`src/rtl/fetch_pkg.sv`:
```
// Shared fetch/decode types: FIFO entry layout, instruction widths and the
// RV32 base opcodes that the Controller decodes.
package fetch_pkg;

    localparam int INSTR_W  = 32;
    localparam int OPCODE_W = 7;
    // Entries carry a full 32-bit PC; narrower PCs are zero-extended.
    localparam int PC_MAX_W = 32;

    typedef struct packed {
        logic [PC_MAX_W-1:0] pc;
        logic [INSTR_W-1:0]  instr;
    } fetch_entry_t;

    localparam logic [OPCODE_W-1:0] OP_R    = 7'b0110011;
    localparam logic [OPCODE_W-1:0] OP_I    = 7'b0010011;
    localparam logic [OPCODE_W-1:0] OP_LOAD = 7'b0000011;
    localparam logic [OPCODE_W-1:0] OP_S    = 7'b0100011;
    localparam logic [OPCODE_W-1:0] OP_B    = 7'b1100011;
    localparam logic [OPCODE_W-1:0] OP_JAL  = 7'b1101111;
    localparam logic [OPCODE_W-1:0] OP_JALR = 7'b1100111;

    function automatic logic [OPCODE_W-1:0] opcode_of(input logic [INSTR_W-1:0] word);
        return word[OPCODE_W-1:0];
    endfunction

endpackage

```
`src/rtl/fetch_fifo.sv`:
```
// Small register-based FIFO of fetched {pc, instr} entries. Overflow is
// prevented upstream by the issue credit rule, so none is checked here.
module fetch_fifo
    import fetch_pkg::*;
#(
    parameter int DEPTH = 2,
    parameter int CNT_W = $clog2(DEPTH) + 1
) (
    input  logic               clk,
    input  logic               reset,
    input  logic               push,
    input  logic               pop,
    input  logic               flush,
    input  fetch_entry_t       push_data,
    output logic [CNT_W-1:0]   count,
    output fetch_entry_t       head
);

    localparam int PTR_W = (DEPTH > 1) ? $clog2(DEPTH) : 1;

    fetch_entry_t       mem [DEPTH];
    logic [PTR_W-1:0]   rd_ptr_reg;
    logic [PTR_W-1:0]   wr_ptr_reg;
    logic [CNT_W-1:0]   count_reg;

    // DEPTH is a power of two, so pointers wrap by natural overflow.
    always_ff @(posedge clk) begin
        if (!reset) begin
            rd_ptr_reg <= '0;
            wr_ptr_reg <= '0;
            count_reg  <= '0;
        end else if (flush) begin
            rd_ptr_reg <= '0;
            wr_ptr_reg <= '0;
            count_reg  <= '0;
        end else begin
            if (push) wr_ptr_reg <= wr_ptr_reg + PTR_W'(1);
            if (pop)  rd_ptr_reg <= rd_ptr_reg + PTR_W'(1);
            count_reg <= count_reg + CNT_W'(push) - CNT_W'(pop);
        end
    end

    always_ff @(posedge clk) begin
        if (push && !flush) mem[wr_ptr_reg] <= push_data;
    end

    assign count = count_reg;
    assign head  = mem[rd_ptr_reg];

endmodule

```
`src/rtl/ifetch_buffer.sv`:
```
// Instruction-fetch stage: owns the PC, issues credit-limited sequential
// memory requests, buffers responses and hands {pc, instr} to decode.
module ifetch_buffer
    import fetch_pkg::*;
#(
    parameter int              PC_W     = 32,
    parameter logic [PC_W-1:0] RESET_PC = '0,
    parameter int              DEPTH    = 2
) (
    input  logic                 clk,
    input  logic                 reset,
    output logic                 imem_req,
    output logic [PC_W-1:0]      imem_addr,
    input  logic                 imem_ready,
    input  logic                 imem_rvalid,
    input  logic [INSTR_W-1:0]   imem_rdata,
    input  logic                 redirect_valid,
    input  logic [PC_W-1:0]      redirect_pc,
    input  logic                 halt,
    output logic                 inst_valid,
    input  logic                 inst_ready,
    output logic [INSTR_W-1:0]   inst,
    output logic [OPCODE_W-1:0]  inst_opcode,
    output logic [PC_W-1:0]      inst_pc
);

    localparam int CNT_W = $clog2(DEPTH) + 1;

    logic [PC_W-1:0]  fetch_pc_reg, fetch_pc_next;
    logic [PC_W-1:0]  resp_pc_reg, resp_pc_next;
    logic [CNT_W-1:0] outstanding_reg, outstanding_next;
    logic [CNT_W-1:0] drop_cnt_reg, drop_cnt_next;
    logic             run_reg;
    logic [CNT_W-1:0] count;
    logic [PC_W-1:0]  redirect_target;
    logic             credit_ok, issue, resp, push, pop;
    fetch_entry_t     push_data, head;

    // Buffered plus in-flight words never exceed the FIFO size.
    assign credit_ok = ({1'b0, count} + {1'b0, outstanding_reg}) < (CNT_W + 1)'(DEPTH);
    assign imem_req  = run_reg && !halt && !redirect_valid && credit_ok;
    assign imem_addr = fetch_pc_reg;
    assign issue     = imem_req && imem_ready;

    // Responses with nothing outstanding (e.g. stale ones across a reset) are ignored.
    assign resp = imem_rvalid && (outstanding_reg != '0);
    assign push = resp && (drop_cnt_reg == '0) && !redirect_valid;
    assign pop  = inst_valid && inst_ready && !redirect_valid;

    assign redirect_target = redirect_pc & ~PC_W'(3);
    assign push_data       = '{pc: PC_MAX_W'(resp_pc_reg), instr: imem_rdata};

    always_comb begin
        fetch_pc_next    = fetch_pc_reg;
        resp_pc_next     = resp_pc_reg;
        drop_cnt_next    = drop_cnt_reg;
        outstanding_next = outstanding_reg + CNT_W'(issue) - CNT_W'(resp);
        if (redirect_valid) begin
            fetch_pc_next = redirect_target;
            resp_pc_next  = redirect_target;
            // Everything still in flight after this cycle's response is stale.
            drop_cnt_next = outstanding_reg - CNT_W'(resp);
        end else begin
            if (issue) fetch_pc_next = fetch_pc_reg + PC_W'(4);
            if (push)  resp_pc_next  = resp_pc_reg + PC_W'(4);
            if (resp && (drop_cnt_reg != '0)) drop_cnt_next = drop_cnt_reg - CNT_W'(1);
        end
    end

    always_ff @(posedge clk) begin
        if (!reset) begin
            fetch_pc_reg    <= RESET_PC;
            resp_pc_reg     <= RESET_PC;
            outstanding_reg <= '0;
            drop_cnt_reg    <= '0;
            run_reg         <= 1'b0;
        end else begin
            fetch_pc_reg    <= fetch_pc_next;
            resp_pc_reg     <= resp_pc_next;
            outstanding_reg <= outstanding_next;
            drop_cnt_reg    <= drop_cnt_next;
            run_reg         <= 1'b1;
        end
    end

    fetch_fifo #(
        .DEPTH (DEPTH)
    ) u_fifo (
        .clk       (clk),
        .reset     (reset),
        .push      (push),
        .pop       (pop),
        .flush     (redirect_valid),
        .push_data (push_data),
        .count     (count),
        .head      (head)
    );

    assign inst_valid  = (count != '0);
    assign inst        = head.instr;
    assign inst_opcode = opcode_of(head.instr);
    assign inst_pc     = head.pc[PC_W-1:0];

endmodule

```
`config.mk`:
```
export PLATFORM = sky130hd
export DESIGN_NAME = ifetch_buffer
export DESIGN_NICKNAME = d
export VERILOG_FILES = /design/src/rtl/fetch_pkg.sv /design/src/rtl/fetch_fifo.sv /design/src/rtl/ifetch_buffer.sv
export SDC_FILE = /design/constraint.sdc
export NUM_CORES = 1
export LEC_CHECK = 0
export BUFFER_PORTS_ARGS = -buffer_cell sky130_fd_sc_hd__buf_2
export CAP_MARGIN = 20
export CORE_UTILIZATION = 40
export CTS_CLUSTER_SIZE = 20
export DETAILED_ROUTE_END_ITERATION = 12
export GPL_ROUTABILITY_DRIVEN = 0
export PLACE_DENSITY = 0.68
export SLEW_MARGIN = 20
export SYNTH_ARGS = -nofsm -noshare
export SYNTH_HDL_FRONTEND = slang
export SYNTH_SLANG_ARGS = --single-unit
```
`constraint.sdc`:
```
create_clock -name clk -period 7.5 [get_ports clk]
set_input_delay 0.75 -clock clk [delete_from_list [all_inputs] [get_ports clk]]
set_output_delay 0.75 -clock clk [all_outputs]
set_load 0.01 [all_outputs]
```
**Yosys cells after proc, flatten, opt, wreduce, memory -nomap -nowiden**

Memory sizes are Yosys's and may differ from the RTL's. A register that Yosys moved wholly into a read port is not among the register bits.
Cells that the tools add are included.

- $add $sub $neg: 11
- Magnitude comparators: 1
- Multiplexer cells: 11
- Bitwise gates (word level): 1
- Reductions and logical operators: 21

Operator list:

| operator | count |
|---|---|
| 2-to-1 mux 32 bit | 4 |
| adder 32 x 3 -> 32 bit, second input constant | 2 |
| nonzero test 2 bit | 6 |
| logical AND 1 bit | 11 |
| subtractor 2 x 1 -> 2 bit | 3 |
| 2-to-1 mux 1 bit | 5 |
| adder 2 x 1 -> 2 bit | 2 |
| 2-to-1 mux 2 bit | 2 |
| adder 2 x 2 -> 3 bit | 1 |
| less-than comparator 3 x 2 -> 1 bit, second input constant | 1 |
| adder 1 bit, second input constant | 2 |
| zero test 1 bit | 2 |
| zero test 2 bit | 1 |
| OR reduction 2 bit | 1 |
| subtractor 2 x 1 -> 2 bit, second input constant | 1 |
| NOT 1 bit | 1 |

- Flip-flop bits (word level): 73
- Bits in writable memories: 128
- Input bits: 71
- Memories kept: 1

Memory list:

| memory | depth | bits a word | read ports | clocked after memory_dff | write ports | line | RTL |
|---|---|---|---|---|---|---|---|
| u_fifo.mem | 2 | 64 | 1 | 1 | 1 | fetch_fifo.sv:21 | `fetch_entry_t mem [DEPTH];` |

**Depth between registers and ports, before layout**

Gate-level depths: netlist of the first run.

- Word-level depth: 7
- Gate-level depth with buffers: 14
- Depth with buffers taken out: 12

**Cells and area by module**

A second synthesis of the first run with hierarchy kept.

- Cell total of the unflattened synthesis: 688
- Area, all modules: 8878.5 sq um

Modules (own cells, without submodules):

| module | times used | cells an instance | area each (sq um) | seq. area each (sq um) |
|---|---|---|---|---|
| fetch_fifo | 1 | 220 | 5134.9 | 3943.8 |
| ifetch_buffer | 1 | 468 | 3743.6 | 1301.2 |

**Least setup slack after synthesis of the first run**

No wires, ideal clock.

- Path kind: input-to-reg
- From: input port redirect_valid
- To: memory u_fifo.mem[0][0] in the netlist's numbering, enable pin
- Data arrival time: 5.556 ns
- Data required time: 6.942 ns
- Path slack: 1.386 ns
- Stages: 4
- Cell sequence: buf_6 clkbuf_1 clkbuf_1 nor3_1

- Longest elaborated chain between the ends: 5

RTL lines:

| element | line | RTL |
|---|---|---|
| start, declared | ifetch_buffer.sv:17 | `input logic redirect_valid,` |
| zero test 1 bit (*) | fetch_fifo.sv:44, ifetch_buffer.sv:47 |  |
| logical AND 1 bit | ifetch_buffer.sv:47 | `assign push = resp && (drop_cnt_reg == '0) && !redirect_valid;` |
| logical AND 1 bit (*) | fetch_fifo.sv:44 | `if (push && !flush) mem[wr_ptr_reg] <= push_data;` |
| 2-to-1 mux 1 bit (*) | fetch_fifo.sv:44 |  |
| 2-to-1 mux 1 bit (not written as such) (*) | fetch_fifo.sv:44 |  |
| end, declared | fetch_fifo.sv:21 |  |

Mark *: on every way between the ends. The rest lies on a longest branch, timed or not.

**Worst setup path after layout of the first run**

- From: register outstanding_reg[0]
- To: register fetch_pc_reg[24], in the netlist imem_addr[24]

- Longest elaborated chain between the ends: 5

RTL lines:

| element | line | RTL |
|---|---|---|
| start, declared | ifetch_buffer.sv:31 | `logic [CNT_W-1:0] outstanding_reg, outstanding_next;` |
| start signal, assigned | ifetch_buffer.sv:80 | `outstanding_reg <= outstanding_next;` |
| adder 2 x 2 -> 3 bit | ifetch_buffer.sv:40 | `assign credit_ok = ({1'b0, count} + {1'b0, outstanding_reg}) < (CNT_W + 1)'(DEPTH);` |
| less-than comparator 3 x 2 -> 1 bit | ifetch_buffer.sv:40 |  |
| logical AND 1 bit | ifetch_buffer.sv:41 | `assign imem_req = run_reg && !halt && !redirect_valid && credit_ok;` |
| logical AND 1 bit | ifetch_buffer.sv:43 | `assign issue = imem_req && imem_ready;` |
| nonzero test 2 bit (no source line) | - |  |
| end signal, assigned | ifetch_buffer.sv:78 | `fetch_pc_reg <= fetch_pc_next;` |
| end, declared | ifetch_buffer.sv:29 | `logic [PC_W-1:0] fetch_pc_reg, fetch_pc_next;` |

No other way between the ends.
A chain may end at the register's enable or synchronous reset.

==> results_dict.tcl, run 1 <==
set metrics [dict create \
    run_status "completed" \
    fillers 1869 \
    worst_pin_slew_ns 0.8736 \
    gr-usage-met1_pct 24.39 \
    drc 0 \
    path_max_fanout 24 \
    setup_tns_ns 0 \
    reg2reg_to "imem_addr[24]$_SDFFE_PN0P_" \
    reg2reg_from "outstanding_reg[0]$_SDFF_PN0_" \
    cts_buffer_depth 2 \
    cts_tree "done" \
    grtUsageTotal_pct 17.33 \
    drtPass1Iterations 5 \
    antenna_found_initial 0 \
    start_util_pct 41.21 \
    synth_cells 693 \
    layout_min_cycle_time_ns 3.574 \
    p_seq_share_pct 52.4 \
    p_clk_share_pct 36.6 \
    crit_chain "inv_1, nor2_1, fa_1, nor4b_4, and3b_1, inv_2, or4_4, or3_1, a31oi_1" \
    skew_ns 0.01222 \
    ctsResizeCount 0 \
    grt.busiest_layer "met2" \
    die_x_um 147.1 \
    seq_area_frac_synth_pct 60.87 \
    rows 52 \
    critPathArrivalTime_ns 3.93 \
    power.total_mw 2.393 \
    hp-class "flip-flop to flip-flop" \
    dieArea_um2 21630 \
    hold_start "u_fifo.rd_ptr_reg$_SDFFE_PP0P_" \
    drtIter0Drc 337 \
    combPwrFrac_pct 11.0 \
    final_core_util_pct 48.90 \
    cts_root_buf "clkbuf_16" \
    end_kind "flip-flop" \
    wl_per_cell_um 16.52 \
    via_per_inst 5.238 \
    maxCapViolations 0 \
    r2r_slack_ns 3.93 \
    core_um2 20430 \
    path_class "flip-flop to flip-flop" \
    r2r_cells 9 \
    stdcell_count 1124 \
    crit_required_ns 7.86 \
    fin_crit_sh_pct 47.65 \
    synthArstFlopShare_pct 0 \
    pin_count 176 \
    ys_types 55 \
    area_delta_synth_final_pct 18.65 \
    global_route.usage.met2_pct 26.23 \
    layout.nets 921 \
    clkTransAtPathRegs_ns 0.07 \
    port_buffers 169 \
    ys_ff_latch 194 \
    vias 5888 \
    largest_register_ffs 124 \
    max_stage_delay_ns 0.64 \
    cts.sinks 194 \
    sw_frac_of_total_pct 24.43 \
    dp.cells 1092 \
    critPathSlowestCell "or4_4" \
    cellLeakagePower_nw 3.608 \
    place_worst_setup_slack_ns 3.862 \
    clock_latency_ns 0.43 \
    grt_pass1_wl_um 29090 \
    p_sw_mw 0.5848 \
    postRouteAntennaNets 0 \
    ys_warn_count 0 \
    grtUsageMet3_pct 3.789 \
    grt_pass1_vias 5490 \
    grt_max_degree 78 \
    n_antenna_cell 0 \
    htree_levels 4 \
    rsz0062_at_grt "no" \
    irDropWorstVdd_mv 0.1639 \
    grt_overflow 0 \
    fin_ws_ns 3.926 \
    hold_depth 2 \
    slew_violations 0 \
    hpwl_um 12470 \
    setup_viol 0 \
    internal_power_mw 1.809 \
    ys.flop_type "edfxtp_1" \
    cts_hold_buf 0 \
    layout_commonest_cell "buf_2" \
    post_cts_buffers 0 \
    max_freq_mhz 279.8 \
    drive_above_1_share_pct 32.20 \
    hold_violations 0 \
    worstSetupStartpointType "flip-flop" \
    cts_buffers 17 \
    drt_wl_total_um 18560 \
    synth-edff-count 124 \
    netlist_area_um2 8419 \
    power_density_nw_per_um2 239.6 \
    avgSynthCellArea_um2 12.15 \
    final_cell_mix "buf_2, edfxtp_1, dfxtp_1" \
    die_h_um 147.1 \
    relSlewSlack_pct 41.40 \
]
[metal layers]
| layer | up-vias | wire [um] | share of wire [%] |
|---|---|---|---|
| met3 | 23 | 1409 | 7.6 |
| met4 | 0 | 260 | 1.4 |
| met2 | 236 | 8251 | 44 |
| li1 | 2856 | - | - |
| met5 | - | 0 | 0 |
| met1 | 2773 | 8642 | 47 |
[per-stage QoR]
stage	cell area, um2	hold slack, ns
finish	9990	0.5039
global route	9990	0.4923
CTS	9990	0.4895
detailed placement	9423	0.4906
global placement	9423	0.4868
floorplan	8431	0.4465
[worst max path at each step]
stage | startpoint | end | slack, ns | depth (start not counted)
floorplan | redirect_valid | u_fifo.mem[0][0]$_DFFE_PP_ | 1.39 | 4
global placement | redirect_valid | imem_addr[24]$_SDFFE_PN0P_ | 3.89 | 7
detailed placement | redirect_valid | imem_addr[24]$_SDFFE_PN0P_ | 3.86 | 7
CTS | outstanding_reg[0]$_SDFF_PN0_ | imem_addr[24]$_SDFFE_PN0P_ | 3.96 | 9
global route | outstanding_reg[0]$_SDFF_PN0_ | imem_addr[24]$_SDFFE_PN0P_ | 3.68 | 9
finish | outstanding_reg[0]$_SDFF_PN0_ | imem_addr[24]$_SDFFE_PN0P_ | 3.93 | 9
[cells by family after synthesis]
| family | Yosys count | share of synthesized area, % |
|---|---|---|
| adder cells (fa/ha/maj) | 9 | 1.427 |
| AND/OR/NAND/NOR | 196 | 12.35 |
| multiplexers | 65 | 8.694 |
| other | 1 | 0.04454 |
| buffers and inverters | 62 | 3.388 |
| AO/OA/AOI/OAI | 119 | 8.337 |
| flip-flops | 194 | 60.87 |
| XOR/XNOR | 47 | 4.889 |
[power groups by stage]
stage	Combinational, mW	Sequential [mW]	Clock [mW]
after floorplan	0.170	1.27	0
after global placement	0.262	1.27	0
after detailed placement	0.265	1.28	0
after CTS	0.267	1.25	0.898
after global routing	0.293	1.26	0.940
final	0.263	1.26	0.875
[synth_stat cells (4+ instances only)]
cell,number,area share [%]
nand4_1,12,0.89
and4_1,8,0.83
dfxtp_1,70,17
mux2_2,65,8.7
a22oi_1,4,0.36
nor3_1,17,1.0
and3_1,11,0.82
ha_1,8,1.2
nor4_1,15,1.1
o21ai_0,32,1.9
nand3_1,23,1.4
nor2_1,24,1.1
edfxtp_1,124,44
buf_4,12,1.1
xor2_1,10,1.0
a21oi_1,48,2.9
buf_1,5,0.22
xnor2_1,37,3.8
inv_1,13,0.58
a31oi_1,10,0.74
and2_1,9,0.67
nand2_1,56,2.5
clkbuf_1,29,1.3
or3_1,7,0.52
[cell type report]
| class | count | area (um2) | share of cell area, % |
|---|---|---|---|
| repair buffers | 173 | 875.8 | 8.768 |
| clock inverters | 14 | 137.6 | 1.378 |
| inverters | 15 | 56.30 | 0.5636 |
| well taps | 270 | 337.8 | 3.382 |
| flip-flops and latches | 194 | 5126 | 51.32 |
| multi-input cells | 440 | 3027 | 30.30 |
| clock buffers | 18 | 429.2 | 4.296 |
[worst max-delay path, delay by kind of cell (launching register included)]
kind | cells | cell delay, ns
buf+inv | 2 | 0.46
flops | 1 | 0.41
compound gates | 1 | 0.16
simple gates | 5 | 1.99
fa+ha+maj | 1 | 0.48
No activity file was read; power rests on OpenSTA's default activity.
==> run 2: changes to the inputs <==
Settings changed: ABC_AREA from default to 1, PLACE_DENSITY 0.68 to 0.7.
Clock period 7.5 ns to 3.2 ns, I/O delays scaled along.
==> run 2 against run 1 <==
Compared with the run above: register-to-register slack lost 3.1 ns; hold slack got worse by 0.44 ns; sequential cell count unchanged; largest cell class unchanged; synthesized area rose by 11%; critical endpoint is now inst_opcode[5]; cell count rose by 32%; design area increased by 11%; total power grew 140%.
==> results_dict.tcl, run 2 <==
set metrics [dict create \
    run_status "completed" \
    setup_tns_ns 0 \
    skew_ns 0.006624 \
    cellLeakagePower_nw 4.279 \
    port_buffers 169 \
    hpwl_um 15770 \
    layout_min_cycle_time_ns 2.445 \
    start_util_pct 41.05 \
    via_per_inst 5.002 \
    hold_slack_ns 0.06284 \
    rows 55 \
    final_core_util_pct 48.51 \
    ys_ff_latch 194 \
    max_stage_delay_ns 0.75 \
    post_cts_buffers 0 \
    netlist.area_leader.share_pct 39.82 \
    maxCapViolations 0 \
    grt_pass1_vias 6684 \
    setup_viol 0 \
    largest_register_ffs 124 \
    irDropWorstVdd_mv 0.3473 \
    grt_pass1_wl_um 34330 \
    pin_count 176 \
    critPathBufInv 2 \
    register_area_um2 5126 \
    synth_area_leaders "edfxtp_1, dfxtp_1, nand2_1" \
    grt_overflow 0 \
    cts_root_buf "clkbuf_16" \
    cts_buffers 17 \
    cts_tree "done" \
    path_delay_family "flip-flops" \
    max_freq_mhz 409.0 \
    multi_input_area_um2 3588 \
    dieArea_um2 23990 \
    fillers 2115 \
    slew_violations 0 \
    fin_crit_sh_pct 76.41 \
    hold_violations 0 \
    layout_commonest_cell "nand2_1" \
    crit_chain "buf_4, mux2_2, buf_2" \
    clock_latency_ns 0.44 \
    final_area_um2 11050 \
    core_um2 22780 \
    end_kind "primary output" \
    worst_pin_slew_ns 0.6967 \
    htree_levels 4 \
    crit_required_ns 2.88 \
    antenna_found_initial 0 \
    synth-edff-count 124 \
    die_x_um 154.9 \
    synth.most_common_cell "nand2_1" \
    ys_warn_count 0 \
    synth_cells 1000 \
    synth_largest_area_cell "edfxtp_1" \
    ys_types 39 \
    drtPass1Iterations 5 \
    vias 7438 \
    drc 0 \
    die_h_um 154.9 \
    avgSynthCellArea_um2 9.351 \
    netlist_area_um2 9351 \
    critPathSlowestCell "dfxtp_2" \
    critPathArrivalTime_ns 2.13 \
    final_cell_mix "nand2_1, buf_2, edfxtp_1" \
    rsz0062_at_grt "no" \
    synth_common_cells "nand2_1, edfxtp_1, inv_1, nor2_1, dfxtp_1" \
    cts.sinks 194 \
    grtUsageTotal_pct 18.47 \
    hp-class "input pin to flip-flop" \
    ctsResizeCount 0 \
    drt_wl_total_um 22280 \
    cts_buffer_depth 2 \
    drive_above_1_share_pct 27.26 \
    relSlewSlack_pct 53.44 \
    synthArstFlopShare_pct 0 \
    path_class "flip-flop to primary output" \
    layout.nets 1241 \
    power_density_nw_per_um2 526.6 \
    drtIter0Drc 604 \
    place_area_um2 10450 \
    area_delta_synth_final_pct 18.17 \
    worstSetupStartpointType "flip-flop" \
    cts_hold_buf 0 \
    seq_area_frac_synth_pct 54.80 \
    postRouteAntennaNets 0 \
    power.total_mw 5.819 \
    n_antenna_cell 0 \
    grt_max_degree 63 \
    ys.flop_type "edfxtp_1" \
    path_max_fanout 27 \
    clkTransAtPathRegs_ns 0.08 \
    wl_per_cell_um 14.98 \
]
[run 2: cell types whose count changed after synthesis, moves of 21 or more]
cell,delta
clkbuf_1,-21
inv_1,+91
nand2_1,+198
nand3_1,+25
nor2_1,+71
xnor2_1,-33
[run 2: power breakdown]
part	internal (mW)	switching (mW)
logic	0.281	0.445
registers	2.82	0.128
clock network	1.07	1.08
[run 2: path summary, 6_finish.rpt]
path	cells after the start	from	to	slack, ns
max	3	flip-flop	inst_opcode[5]	0.75
min	1	imem_rdata[0]	u_fifo.mem[1][0]$_DFFE_PP_	0.06
max reg2reg	6	outstanding_reg[1]$_SDFF_PN0_	u_fifo.mem[1][24]$_DFFE_PP_	0.83
min reg2reg	2	u_fifo.wr_ptr_reg$_SDFFE_PP0P_	u_fifo.wr_ptr_reg$_SDFFE_PP0P_	0.47
[run 2: logic make-up (layout without fill, tap and decap cells)]
kind of cell,Yosys count,after routing,share of synthesized area (%)
AO/OA/AOI/OAI,127,127,7.319
XOR/XNOR,18,18,1.686
adder cells (fa/ha/maj),9,9,1.285
buffers and inverters,148,319,7.024
flip-flops,194,194,54.80
multiplexers,62,62,7.466
other,1,4,0.04010
AND/OR/NAND/NOR,441,441,20.38
[run 2: metal layers]
layer	vias up	wire length, um	track usage, %
met5	-	0	0
met4	0	346	6.035
met3	22	1823	3.760
met2	304	10120	29.47
met1	3483	9994	25.09
li1	3629	-	-
[run 2: worst register-to-register path, cell delays in order (launching register included)]
cell,delay [ns]
dfxtp_1,0.44
o21a_2,0.27
nand2_4,0.09
nor2_4,0.54
inv_1,0.19
nor2_4,0.14
buf_12,0.30
[run 2: final cells by class]
| type | instances | share of cell area (%) |
|---|---|---|
| Sequential cell | 194 | 46.39 |
| Multi-Input combinational cell | 661 | 32.47 |
| Timing Repair Buffer | 176 | 8.356 |
| Clock buffer | 17 | 3.850 |
| Inverter | 111 | 3.770 |
| Tap cell | 313 | 3.544 |
| Clock inverter | 15 | 1.619 |
[run 2: stage by stage]
step	setup slack (ns)	cells
after floorplan	0.2251	1003
after global placement	0.8688	1455
after detailed placement	0.8399	1455
after CTS	0.6868	1487
after global routing	0.6015	1487
final	0.7547	1487
